===== config.mk =====
export PLATFORM = sky130hd
export DESIGN_NAME = fetch_stage
export DESIGN_NICKNAME = d
export VERILOG_FILES = /design/src/rtl/cpu_types_pkg.sv /design/src/rtl/ifid_skid.sv /design/src/rtl/fetch_stage.sv
export SDC_FILE = /design/constraint.sdc
export NUM_CORES = 1
export LEC_CHECK = 0
export ABC_AREA = 1
export CAP_MARGIN = 40
export CORE_MARGIN = 8
export CORE_UTILIZATION = 55
export CTS_CLUSTER_SIZE = 14
export DETAILED_ROUTE_END_ITERATION = 10
export GPL_TIMING_DRIVEN = 0
export PLACE_DENSITY = 0.84
export SLEW_MARGIN = 10
export SYNTH_ARGS = -nofsm -noshare
export SYNTH_HDL_FRONTEND = slang
export SYNTH_SLANG_ARGS = --single-unit

===== constraint.sdc =====
create_clock -name CLK -period 2.55 [get_ports CLK]
set_input_delay 0.3825 -clock CLK [delete_from_list [all_inputs] [get_ports CLK]]
set_output_delay 0.3825 -clock CLK [all_outputs]
set_load 0.005 [all_outputs]

===== src/rtl/cpu_types_pkg.sv =====
// cpu_types_pkg: shared types for the fetch stage.
//   word_t        32-bit machine word
//   fetch_state_t fetch FSM states
//   WBYTES        bytes per instruction word
package cpu_types_pkg;
    typedef logic [31:0] word_t;
    typedef enum logic [1:0] {RUN, DRAIN, HALTED} fetch_state_t;
    localparam word_t WBYTES = 32'd4;
endpackage


===== src/rtl/ifid_skid.sv =====
// ifid_skid: one-entry buffer holding a fetched word while IF/ID is stalled.
//   CLK, RST      clock, synchronous active-high reset
//   load          capture {instr_in, npc_in}; entry becomes valid
//   drain         entry consumed by IF/ID; entry becomes empty
//   clear         entry discarded (flush, redirect, halt)
//   skid_instr, skid_npc, skid_valid  stored entry
module ifid_skid
    import cpu_types_pkg::*;
(
    input  logic  CLK,
    input  logic  RST,
    input  logic  load,
    input  logic  drain,
    input  logic  clear,
    input  word_t instr_in,
    input  word_t npc_in,
    output word_t skid_instr,
    output word_t skid_npc,
    output logic  skid_valid
);
    always_ff @(posedge CLK) begin
        if (RST) begin
            skid_instr <= '0;
            skid_npc   <= '0;
            skid_valid <= 1'b0;
        end else begin
            if (load) begin
                skid_instr <= instr_in;
                skid_npc   <= npc_in;
            end
            skid_valid <= load | (skid_valid & ~(drain | clear));
        end
    end
endmodule


===== src/rtl/fetch_stage.sv =====
// fetch_stage: PC owner, I-cache request issue and IF/ID register writer.
//   CLK, RST            clock, synchronous active-high reset
//   ihit, imemload      I-cache hit and returned word
//   imemREN, imemaddr   read request and address (combinational from state)
//   ifW, ifRST          IF/ID write enable and flush from the hazard unit
//   redir_en, redir_pc  resolved branch/jump redirect
//   halt                stop fetching until reset
//   ifid_instr, ifid_npc, ifid_valid  IF/ID pipeline register
module fetch_stage
    import cpu_types_pkg::*;
#(
    parameter word_t PC_INIT = 32'h0000_0000
) (
    input  logic  CLK,
    input  logic  RST,
    input  logic  ihit,
    input  word_t imemload,
    output logic  imemREN,
    output word_t imemaddr,
    input  logic  ifW,
    input  logic  ifRST,
    input  logic  redir_en,
    input  word_t redir_pc,
    input  logic  halt,
    output word_t ifid_instr,
    output word_t ifid_npc,
    output logic  ifid_valid
);
    fetch_state_t fstate;
    word_t pc, pend_pc, pc_next4, skid_instr, skid_npc;
    logic  skid_valid, miss, run_fetch, hit_take;

    assign pc_next4 = pc + WBYTES;
    assign imemaddr = pc;
    // No request while the skid is full, so a stalled word is never refetched.
    assign imemREN  = (fstate == RUN) ? ~skid_valid : (fstate == DRAIN);
    assign miss     = imemREN & ~ihit;
    // Normal fetch path: nothing of higher priority this cycle.
    assign run_fetch = (fstate == RUN) & ~halt & ~redir_en & ~ifRST;
    assign hit_take  = run_fetch & ~skid_valid & ihit;

    ifid_skid u_skid (
        .CLK        (CLK),
        .RST        (RST),
        .load       (hit_take & ~ifW),
        .drain      (run_fetch & skid_valid & ifW),
        .clear      (halt | ((fstate == RUN) & (redir_en | ifRST))),
        .instr_in   (imemload),
        .npc_in     (pc_next4),
        .skid_instr (skid_instr),
        .skid_npc   (skid_npc),
        .skid_valid (skid_valid)
    );

    always_ff @(posedge CLK) begin
        if (RST) begin
            fstate     <= RUN;
            pc         <= PC_INIT;
            pend_pc    <= '0;
            ifid_instr <= '0;
            ifid_npc   <= '0;
            ifid_valid <= 1'b0;
        end else begin
            if (halt) begin
                fstate <= HALTED;
            end else if (fstate == DRAIN) begin
                // Stale word arrives: discard it and jump to the newest target.
                if (redir_en) pend_pc <= redir_pc;
                if (ihit) begin
                    pc     <= redir_en ? redir_pc : pend_pc;
                    fstate <= RUN;
                end
            end else if (fstate == RUN) begin
                if (redir_en) begin
                    // Keep the address stable for an outstanding miss.
                    if (miss) begin
                        pend_pc <= redir_pc;
                        fstate  <= DRAIN;
                    end else begin
                        pc <= redir_pc;
                    end
                end else if (hit_take) begin
                    pc <= pc_next4;
                end
            end
            if (!run_fetch) begin
                if (ifW || ifRST) begin
                    ifid_instr <= '0;
                    ifid_npc   <= '0;
                    ifid_valid <= 1'b0;
                end
            end else if (ifW) begin
                ifid_instr <= skid_valid ? skid_instr : ihit ? imemload : '0;
                ifid_npc   <= skid_valid ? skid_npc : ihit ? pc_next4 : '0;
                ifid_valid <= skid_valid | ihit;
            end
        end
    end
endmodule


Yosys cells after proc, flatten, opt, wreduce, memory -nomap -nowiden
Index checks and enable logic that the tools add are counted.

storage, ports and cells
  input bits = 71
  register bits = 196
  output and inout bits = 98

operators by class
  $add $sub $neg = 1
  equal/unequal tests = 5
  muxes and demuxes = 30
  bitwise gates (word level) = 23
  reduce and logical (&&, ||, !) cells = 16

operators by type and width
  operator                                                                 number
  32-bit 2-to-1 mux                                                        20
  32-bit by 3-bit adder with 32-bit output, second input constant          1
  2-bit 2-to-1 mux                                                         6
  4-bit AND reduction                                                      3
  3-bit nonzero test                                                       4
  1-bit bitwise AND                                                        11
  2-bit nonzero test                                                       4
  1-bit inverter                                                           7
  1-bit OR                                                                 5
  5-bit AND reduction                                                      1
  1-bit 2-to-1 mux                                                         4
  2-bit inequality test, second input constant                             2
  3-bit by 2-bit inequality test with 1-bit output, second input constant  1
  3-bit inequality test, second input constant                             1
  2-bit by 1-bit equality test with 1-bit output, second input constant    1
  2-bit logical NOT                                                        1
  2-bit AND reduction                                                      1
  2-bit OR reduction                                                       1
  1-bit logical OR                                                         1

Depth between registers and ports, before layout
Gate-level depths: netlist of run 1.

  depth after elaboration = 10
  mapped depth = 11
  mapped depth without buffers = 11

By module
A second synthesis of run 1 with hierarchy kept.

second synthesis, totals
  cells, all modules = 1326
  area, all modules = 9260.1 um^2

modules (own cells, without submodules)
  module       instances  area an instance (um^2)  cells each  sequential area each (um^2)
  fetch_stage  1          6902.9                   1044        2622.5
  ifid_skid    1          2357.3                   282         1301.2

Worst setup path before layout of run 1
No wires, ideal clock.

  path type = reg-to-reg
  from = register pc[2], in the netlist imemaddr[2]
  to = register ifid_npc[18]
  buffers on the path = 0
  data required time = 2.480 ns
  path slack = 0.969 ns
  clock period less this slack = 1.581 ns
  arrival time = 1.511 ns
  stages on the path, launching flop included = 9
  cells stage by stage = dfxtp_1 > ha_1 > nand2_1 > nor2_1 > nand2_1 > nor2_4 > xor2_1 > nand2_1 > a21oi_1

on the way
  longest elaborated chain between the ends = 5

ends and longest elaborated chain
  item                                      RTL line           RTL
  start, declared                           fetch_stage.sv:30  word_t pc, pend_pc, pc_next4, skid_instr, skid_npc;
  start signal, assigned                    fetch_stage.sv:70  pc <= redir_en ? redir_pc : pend_pc;
  start signal, assigned                    fetch_stage.sv:80  pc <= redir_pc;
  start signal, assigned                    fetch_stage.sv:83  pc <= pc_next4;
  32-bit by 3-bit adder with 32-bit output  fetch_stage.sv:33  assign pc_next4 = pc + WBYTES;
  32-bit 2-to-1 mux (2 in a row)            fetch_stage.sv:94  ifid_npc <= skid_valid ? skid_npc : ihit ? pc_next4 : '0;
  32-bit 2-to-1 mux                         fetch_stage.sv:92  end else if (ifW) begin
  32-bit 2-to-1 mux                         fetch_stage.sv:86  if (!run_fetch) begin
  end signal, assigned                      fetch_stage.sv:94
  end, declared                             fetch_stage.sv:26  output word_t ifid_npc,

Every way passes these cells. The select of a mux whose other input is x is not followed.
A chain may end at the register's enable or synchronous reset.

Final worst setup path of run 1
Same ends and word-level chain as after synthesis.

==> impl_metrics.py, run 1 <==
metrics = {
    "cells_and_area": {
        "final_common_cell": "nand2_1",
        "final_cell_mix": "nand2_1, a21oi_1, dfxtp_1, clkdlybuf4s50_1, o21ai_0",
        "nNetsFinal": 1555,
        "drive_above_1_share_pct": 7.02,
        "syn_to_final_growth_pct": 28.7,
        "fin_cells": 1716,
        "n_antenna_cell": 0,
    },
    "cts": {
        "cts_hold_buf": 0,
        "clk_path_buf_depth": 2,
        "cts_tree": "built",
        "cts.clk_slew.worst_paths_ns": 0.08,
        "clock_tree.root_cell": "clkbuf_16",
        "insertion_delay_ns": 0.45,
        "post_cts_resized": 0,
        "clock-sinks": 196,
        "postCtsSetupRepairBufs": 0,
        "cts_buffers": 17,
        "h-tree-depth": 4,
    },
    "timing": {
        "timing.fmax_mhz": 456,
        "final.setup.tns_ns": 0,
        "hold_ws_ns": 0.468,
        "fin_ws_ns": 0.358,
        "period_needed_ns": 2.19,
        "rsz0062_at_grt": "no",
        "slew_headroom_pct": 50.8,
        "maxSlewViolCount": 0,
        "worst_pin_slew_ns": 0.738,
        "setup_violations": 0,
        "fin_skew_ns": 0.00838,
        "hold_viol": 0,
        "period_share_pct": 86.0,
    },
    "grt": {
        "antenna_found_initial": 0,
        "grt_pass1_vias": 9239,
        "grt_start_max_net_pins": 19,
        "grt_util_all_layers_pct": 29.6,
        "grt.overflow.total": 0,
        "grt_first_pass_wirelength_um": 48100,
    },
    "setup_path": {
        "cp_top_family": "simple AND/OR/NAND/NOR gates",
        "crit_buf_inv": 0,
        "crit_chain": "ha_1, nand2_1, nor2_1, nand2_1, nor2_4, xor2_1, nand2_1, a21oi_1",
        "cp-start-kind": "flip-flop",
        "cpMostUsedCell": "nand2_1",
        "cp-end-kind": "flip-flop",
        "cp_slowest_stage_delay_ns": 0.46,
        "slowest_stage": "dfxtp_1",
        "worstPathMaxFanout": 8,
        "r2r_slack_ns": 0.36,
        "criticalPathCategory": "flip-flop to flip-flop",
        "cp.required_ns": 2.93,
        "crit_arrival_ns": 2.58,
    },
    "routing": {
        "dr.pass1.iters": 6,
        "viasPerCell": 5.77,
        "vias": 9904,
        "avgRoutedWirePerCell_um": 18.0,
        "first_iter_violations": 1149,
        "wirelength_um": 30900,
        "drc": 0,
        "ant_nets": 0,
    },
    "synth": {
        "synth.yosys.warnings": 0,
        "avgSynthCellArea_um2": 6.96,
        "synthCells": 1297,
        "synth_nets": 1369,
        "synthDominantCellAreaShare_pct": 43.4,
        "syn_area_um2": 9030,
        "synth_area_leaders": "dfxtp_1, nand2_1, a21oi_1",
        "yosysTopAreaCell": "dfxtp_1",
        "synth-seq-cells": 196,
        "synth_cell_types": 33,
        "synth_seq_area_share_pct": 43.4,
    },
    "place": {
        "place_inst": 1684,
        "gp_congestion": 0.933,
        "port_buffers": 167,
        "dp.final_hpwl_um": 22800,
        "dp_slack_ns": 0.192,
    },
    "floorplanning": {
        "pin_count": 169,
        "dieArea_um2": 20800,
        "start_util_pct": 55.4,
        "num_rows": 47,
        "core_region_area_um2": 16300,
        "die_h_um": 144,
        "dieWidth_um": 144,
    },
    "pwr": {
        "ir_drop_mv": 0.552,
        "p_sw_mw": 1.90,
        "clockPowerShare_pct": 42.0,
        "p_comb_share_pct": 12.3,
        "p_leak_nw": 4.35,
        "power_frac_seq_pct": 45.7,
        "power_density_nw_per_um2": 614,
        "p_int_mw": 5.24,
        "switching_share_pct": 26.6,
    },
    "flow_run": {
        "maxCapViolCount": 0,
    },
    "worst_hold_path": {
        "hold_path.class": "flip-flop to flip-flop",
    },
    "run_status": {
        "status": "finished clean",
    },
}
[synth_stat cells]
| master | count |
|---|---|
| a211oi_1 | 1 |
| a21oi_1 | 207 |
| a21oi_2 | 10 |
| a22oi_1 | 27 |
| and2_1 | 2 |
| buf_1 | 4 |
| buf_2 | 19 |
| buf_4 | 11 |
| buf_6 | 8 |
| clkbuf_1 | 45 |
| clkinv_1 | 1 |
| dfxtp_1 | 196 |
| ha_1 | 1 |
| inv_1 | 68 |
| inv_2 | 5 |
| nand2_1 | 349 |
| nand2_2 | 13 |
| nand2_4 | 1 |
| nand3_1 | 54 |
| nand3_4 | 1 |
| nand4_1 | 3 |
| nor2_1 | 117 |
| nor2_2 | 2 |
| nor2_4 | 4 |
| nor3_1 | 3 |
| o211ai_1 | 4 |
| o21a_1 | 9 |
| o21ai_0 | 118 |
| o21ai_1 | 2 |
| o21bai_1 | 1 |
| o22ai_1 | 1 |
| xnor2_1 | 2 |
| xor2_1 | 8 |
[final timing paths]
kind                                            start                     to  cells past startpoint
worst max register to register            imemaddr[2]           ifid_npc[18]                      8
worst max-delay path                      imemaddr[2]           ifid_npc[18]                      8
worst min-delay path            u_skid.skid_instr[15]  u_skid.skid_instr[15]                      2
worst min register to register  u_skid.skid_instr[15]  u_skid.skid_instr[15]                      2
[stage by stage]
stage,utilization (%),instance area [um^2],total power [mW]
2_1_floorplan,-,9030,3.72
4_1_cts,71.4,11600,7.10
3_5_place_dp,67.4,11000,4.18
5_1_grt,71.4,11600,7.35
6_report,71.4,11600,7.14
3_3_place_gp,67.4,11000,4.17
[sequential cells by signal, summed over array words and instances (netlist names)]
name               flops
ifid_instr            32
ifid_npc              32
imemaddr              32
pend_pc               32
u_skid.skid_instr     32
u_skid.skid_npc       32
fstate                 2
ifid_valid             1
u_skid.skid_valid      1
[logic make-up (layout without fill, tap and decap cells)]
kind of cell             count (synthesis)  in the layout  synth area share [%]
AO/OA/AOI/OAI                          380            380                  22.6
XOR/XNOR                                10             10                 0.970
adder cells (fa/ha/maj)                  1              1                 0.139
buffers and inverters                  161            360                  8.08
flip-flops                             196            196                  43.4
AND/OR/NAND/NOR                        549            549                  24.7
[power by group through the flow]
stage               Combinational, mW  Clock (mW)  Sequential [mW]
floorplan                       0.413           0             3.31
global placement                0.844           0             3.33
detailed placement              0.856           0             3.33
CTS                             0.865        2.98             3.26
global route                    0.956        3.12             3.27
finish                          0.877        3.00             3.26
[worst reg2reg max path: cells and delay by family, from the launching register on]
| kind | cells | cell delay, ns |
|---|---|---|
| adders and majority gates | 1 | 0.26 |
| xor gates and xnor gates | 1 | 0.40 |
| and+or+nand+nor | 5 | 0.85 |
| DFF | 1 | 0.46 |
| AOI/OAI and AO/OA | 1 | 0.16 |
[layer usage]
| metal | part of all wire, % | GRT usage [%] | vias up |
|---|---|---|---|
| li1 | - | - | 4630 |
| met1 | 41 | 37.8 | 4625 |
| met2 | 46 | 47.0 | 563 |
| met3 | 9.2 | 6.24 | 86 |
| met4 | 4.0 | 14.0 | 0 |
| met5 | 0 | 0 | - |
[layout make-up]
type,instances,area (um^2)
fill,1353,4670
multi-input combinational,940,4380
buffer,87,452
clock inverter,14,215
sequential,196,3920
tap,220,275
clock buffer,18,429
inverter,74,278
timing repair buffer,167,1670
Note: power is estimated with default switching activity, not from simulation.
==> run 2, diff against run 1 <==
- CORE_MARGIN: 8 -> 3
==> impl_metrics.py, run 2 (synthesis results as in run 1) <==
metrics = {
    "run_status": {
        "status": "finished clean",
    },
    "place": {
        "dp.final_hpwl_um": 21900,
        "place_inst": 1680,
        "port_buffers": 167,
        "gp_congestion": 0.948,
        "dp_slack_ns": 0.120,
    },
    "grt": {
        "antenna_found_initial": 0,
        "grt.overflow.total": 0,
        "grt_util_all_layers_pct": 32.6,
        "grt_start_max_net_pins": 18,
        "grt_pass1_vias": 9283,
        "grt_first_pass_wirelength_um": 47200,
    },
    "routing": {
        "dr.pass1.iters": 5,
        "ant_nets": 0,
        "vias": 9838,
        "viasPerCell": 5.75,
        "drc": 0,
        "avgRoutedWirePerCell_um": 17.3,
        "first_iter_violations": 1209,
        "wirelength_um": 29700,
    },
    "cells_and_area": {
        "syn_to_final_growth_pct": 27.4,
        "n_antenna_cell": 0,
        "drive_above_1_share_pct": 7.02,
        "fillCellCount": 1384,
        "fin_cells": 1711,
        "nNetsFinal": 1555,
        "final_cell_mix": "nand2_1, a21oi_1, dfxtp_1, clkdlybuf4s50_1, o21ai_0",
        "final_common_cell": "nand2_1",
    },
    "cts": {
        "insertion_delay_ns": 0.44,
        "postCtsSetupRepairBufs": 0,
        "cts.clk_slew.worst_paths_ns": 0.07,
        "clk_path_buf_depth": 2,
        "cts_hold_buf": 0,
        "post_cts_resized": 0,
        "cts_tree": "built",
        "clock-sinks": 196,
        "h-tree-depth": 4,
        "clock_tree.root_cell": "clkbuf_16",
        "cts_buffers": 17,
    },
    "setup_path": {
        "cpMostUsedCell": "nand2_1",
        "cp.required_ns": 2.93,
        "crit_arrival_ns": 2.52,
        "worstPathMaxFanout": 8,
        "cp-start-kind": "flip-flop",
        "cp_slowest_stage_delay_ns": 0.48,
        "cp-end-kind": "flip-flop",
        "criticalPathCategory": "flip-flop to flip-flop",
        "cp-startpoint": "imemaddr[2]",
        "crit_chain": "ha_1, nand2_1, nor2_1, nand2_1, nor2_4, xor2_1, nand2_1, a21oi_1",
        "reg2reg_from": "imemaddr[2]",
        "slowest_stage": "dfxtp_1",
    },
    "timing": {
        "hold_viol": 0,
        "slew_headroom_pct": 49.7,
        "period_needed_ns": 2.14,
        "rsz0062_at_grt": "no",
        "maxSlewViolCount": 0,
        "fin_ws_ns": 0.407,
        "final.setup.tns_ns": 0,
        "setup_violations": 0,
        "worst_pin_slew_ns": 0.754,
        "timing.fmax_mhz": 467,
        "fin_skew_ns": 0.00924,
        "period_share_pct": 84.0,
    },
    "floorplanning": {
        "dieWidth_um": 134,
        "num_rows": 46,
        "pin_count": 169,
        "start_util_pct": 56.5,
        "core_region_area_um2": 16000,
        "dieArea_um2": 18000,
        "die_h_um": 134,
    },
    "pwr": {
        "p_leak_nw": 4.31,
        "ir_drop_mv": 0.523,
        "power_density_nw_per_um2": 578,
    },
    "flow_run": {
        "maxCapViolCount": 0,
    },
    "worst_hold_path": {
        "hold_path.class": "flip-flop to flip-flop",
        "hold_start": "u_skid.skid_npc[0]",
    },
}
-- run 2: changes by cell type in the layout (fill, tap and decap cells not counted) --
cell / change
clkinv_2: +5
inv_6: +1
clkbuf_1: -1
clkinv_4: +1
inv_8: -3
bufinv_16: -4
-- run 2: final timing paths --
| check | slack [ns] | end | cells after the start |
|---|---|---|---|
| worst max-delay path | 0.41 | ifid_npc[18] | 8 |
| worst min-delay path | 0.47 | u_skid.skid_npc[0] | 2 |
| worst max register to register | 0.41 | ifid_npc[18] | 8 |
| worst min register to register | 0.47 | u_skid.skid_npc[0] | 2 |
-- run 2: cell type report --
cell class	instances	area [um^2]	area share, %
timing repair buffer	167	1670	14.5
clock buffer	17	425	3.70
tap	216	270	2.35
multi-input combinational	940	4380	38.1
sequential	196	3920	34.1
buffer	87	452	3.93
clock inverter	14	104	0.903
inverter	74	278	2.41
-- run 2: worst max-delay path, delay by kind of cell (launching register included) --
| family | cells | cell delay (ns) |
|---|---|---|
| compound gates | 1 | 0.14 |
| simple gates | 5 | 0.81 |
| flops | 1 | 0.48 |
| fa+ha+maj | 1 | 0.26 |
| xor+xnor | 1 | 0.37 |
-- run 2: report_power, final --
part	leakage [nW]	internal, mW	switching (mW)
Clock	0.262	1.25	1.26
Sequential	1.59	3.17	0.0972
Combinational	2.45	0.389	0.483
-- run 2: metal layers --
layer | vias to the layer above | share of wire [%] | GRT usage (%)
li1 | 4636 | - | -
met1 | 4619 | 42 | 44.5
met2 | 501 | 45 | 51.1
met3 | 82 | 9.3 | 6.04
met4 | 0 | 3.7 | 13.5
met5 | - | 0 | 0
-- run 2: per-stage QoR --
| stage | total power [mW] | util (%) | hold WS (ns) | area [um^2] |
|---|---|---|---|---|
| 3_5_place_dp | 4.18 | 68.6 | 0.455 | 11000 |
| 2_1_floorplan | 3.72 | - | 0.441 | 9030 |
| 5_1_grt | 6.86 | 71.9 | 0.479 | 11500 |
| 3_3_place_gp | 4.16 | 68.6 | 0.448 | 11000 |
| 6_report | 6.65 | 71.9 | 0.466 | 11500 |
| 4_1_cts | 6.62 | 71.9 | 0.466 | 11500 |
==> run 3, diff against run 2 <==
- CORE_UTILIZATION: 55 -> 53
- PLACE_DENSITY: 0.84 -> 0.81
- clock period: 2.55 -> 2.05 ns (I/O delays scaled with it)
==> impl_metrics.py, run 3 (synthesis results as in run 1) <==
metrics = {
    "setup_path": {
        "criticalPathCategory": "flip-flop to primary output",
        "worstPathMaxFanout": 4,
        "reg2reg_from": "imemaddr[3]",
        "cp-startpoint": "fstate[0]",
        "crit_arrival_ns": 1.63,
        "cp-start-kind": "flip-flop",
        "cp.required_ns": 1.74,
        "cp-end-kind": "primary output",
    },
    "timing": {
        "rsz0062_at_grt": "no",
        "fin_skew_ns": 0.0137,
        "timing.fmax_mhz": 516,
        "slew_headroom_pct": 51.7,
        "worst_pin_slew_ns": 0.724,
        "period_share_pct": 94.6,
        "setup_violations": 0,
        "hold_viol": 0,
        "period_needed_ns": 1.94,
        "maxSlewViolCount": 0,
        "final.setup.tns_ns": 0,
    },
    "grt": {
        "grt.overflow.total": 0,
        "grt_start_max_net_pins": 19,
        "grt_util_all_layers_pct": 32.5,
        "grt_pass1_vias": 8964,
        "antenna_found_initial": 0,
        "grt_first_pass_wirelength_um": 47100,
    },
    "cts": {
        "clk_path_buf_depth": 2,
        "h-tree-depth": 4,
        "clock_tree.root_cell": "clkbuf_16",
        "cts_tree": "built",
        "postCtsSetupRepairBufs": 0,
        "insertion_delay_ns": 0.44,
        "cts_buffers": 17,
        "cts_hold_buf": 0,
        "cts.clk_slew.worst_paths_ns": 0.08,
        "clock-sinks": 196,
    },
    "worst_hold_path": {
        "hold_path.class": "input port to flip-flop",
        "hold_start": "redir_pc[24]",
    },
    "cells_and_area": {
        "final_cell_mix": "nand2_1, a21oi_1, dfxtp_1, clkdlybuf4s50_1, o21ai_0",
        "syn_to_final_growth_pct": 28.3,
        "fin_cells": 1716,
        "nNetsFinal": 1555,
        "drive_above_1_share_pct": 7.42,
        "n_antenna_cell": 0,
        "fillCellCount": 1457,
        "final_common_cell": "nand2_1",
    },
    "pwr": {
        "power_density_nw_per_um2": 736,
        "p_leak_nw": 4.32,
        "ir_drop_mv": 0.781,
        "power.total_mw": 8.53,
    },
    "routing": {
        "highest_layer": "met4",
        "first_iter_violations": 1070,
        "met2WireLength_um": 13600,
        "avgRoutedWirePerCell_um": 17.7,
        "drt-met1-wl_um": 12800,
        "wirelength_um": 30400,
        "viasPerCell": 5.72,
        "dr_wl_met3_um": 3080,
        "drc": 0,
        "vias": 9816,
        "dr.pass1.iters": 5,
        "ant_nets": 0,
    },
    "floorplanning": {
        "start_util_pct": 54.3,
        "num_rows": 47,
        "pin_count": 169,
        "die_h_um": 137,
        "dieArea_um2": 18600,
        "dieWidth_um": 137,
        "core_region_area_um2": 16600,
    },
    "place": {
        "place_inst": 1684,
        "port_buffers": 167,
        "dp.final_hpwl_um": 22300,
        "gp_congestion": 0.951,
    },
    "run_status": {
        "status": "finished clean",
    },
    "flow_run": {
        "maxCapViolCount": 0,
    },
}
## run 3: cell count changes in the layout (fill, tap and decap cells not counted), sizes merged
cell	delta
clkbuf	+2
clkinv	-3
bufinv	+1
inv	+1
## run 3: timing repair
| action | 4_1_cts | 5_1_grt |
|---|---|---|
| gates resized for setup | 3 | 5 |
| endpoints found under the setup margin | 9 | 14 |
| cloned | 0 | 0 |
| pin swaps | 1 | 1 |
## run 3: metal layers
metal,track usage (%),up-vias
li1,-,4633
met1,44.1,4596
met2,49.4,534
met3,8.64,53
met4,12.5,0
met5,0,-
## run 3: layout make-up
| type | count | area, um^2 | area share [%] |
|---|---|---|---|
| multi-input cells | 940 | 4400 | 38.0 |
| flip-flops and latches | 196 | 3930 | 33.9 |
| repair buffers | 167 | 1670 | 14.4 |
| plain buffers | 87 | 452 | 3.90 |
| clock buffers | 19 | 443 | 3.82 |
| inverters | 74 | 278 | 2.40 |
| well taps | 220 | 275 | 2.38 |
| clock inverters | 13 | 141 | 1.22 |
## run 3: worst max-delay path, stage by stage, from the launching register on
cell and delay, ns:
dfxtp_1 0.36, inv_1 0.09, a21oi_1 0.20, clkdlybuf4s50_1 0.54
## run 3: through the flow
stage | worst slack, ns | utilization, % | cell area [um^2] | hold WS (ns)
global route | 0.0123 | 69.6 | 11600 | 0.454
global placement | -0.258 | 66.0 | 11000 | 0.448
detailed placement | -0.305 | 66.0 | 11000 | 0.455
CTS | 0.0498 | 69.6 | 11600 | 0.441
finish | 0.111 | 69.6 | 11600 | 0.451
floorplan | 0.469 | - | 9030 | 0.387
## run 3: final timing paths
path              slack (ns)  depth (start not counted)                    to
setup / recovery        0.11                          3               imemREN
hold / removal          0.45                          3           pend_pc[24]
setup reg to reg        0.11                         10          imemaddr[30]
hold reg to reg         0.47                          2  u_skid.skid_instr[7]
## run 3: power breakdown
part	switching, mW	leakage [nW]	total, mW	internal [mW]
logic	0.605	2.45	1.09	0.485
registers	0.121	1.60	4.06	3.94
clock network	1.63	0.282	3.38	1.75
total	2.35	4.32	8.53	6.18
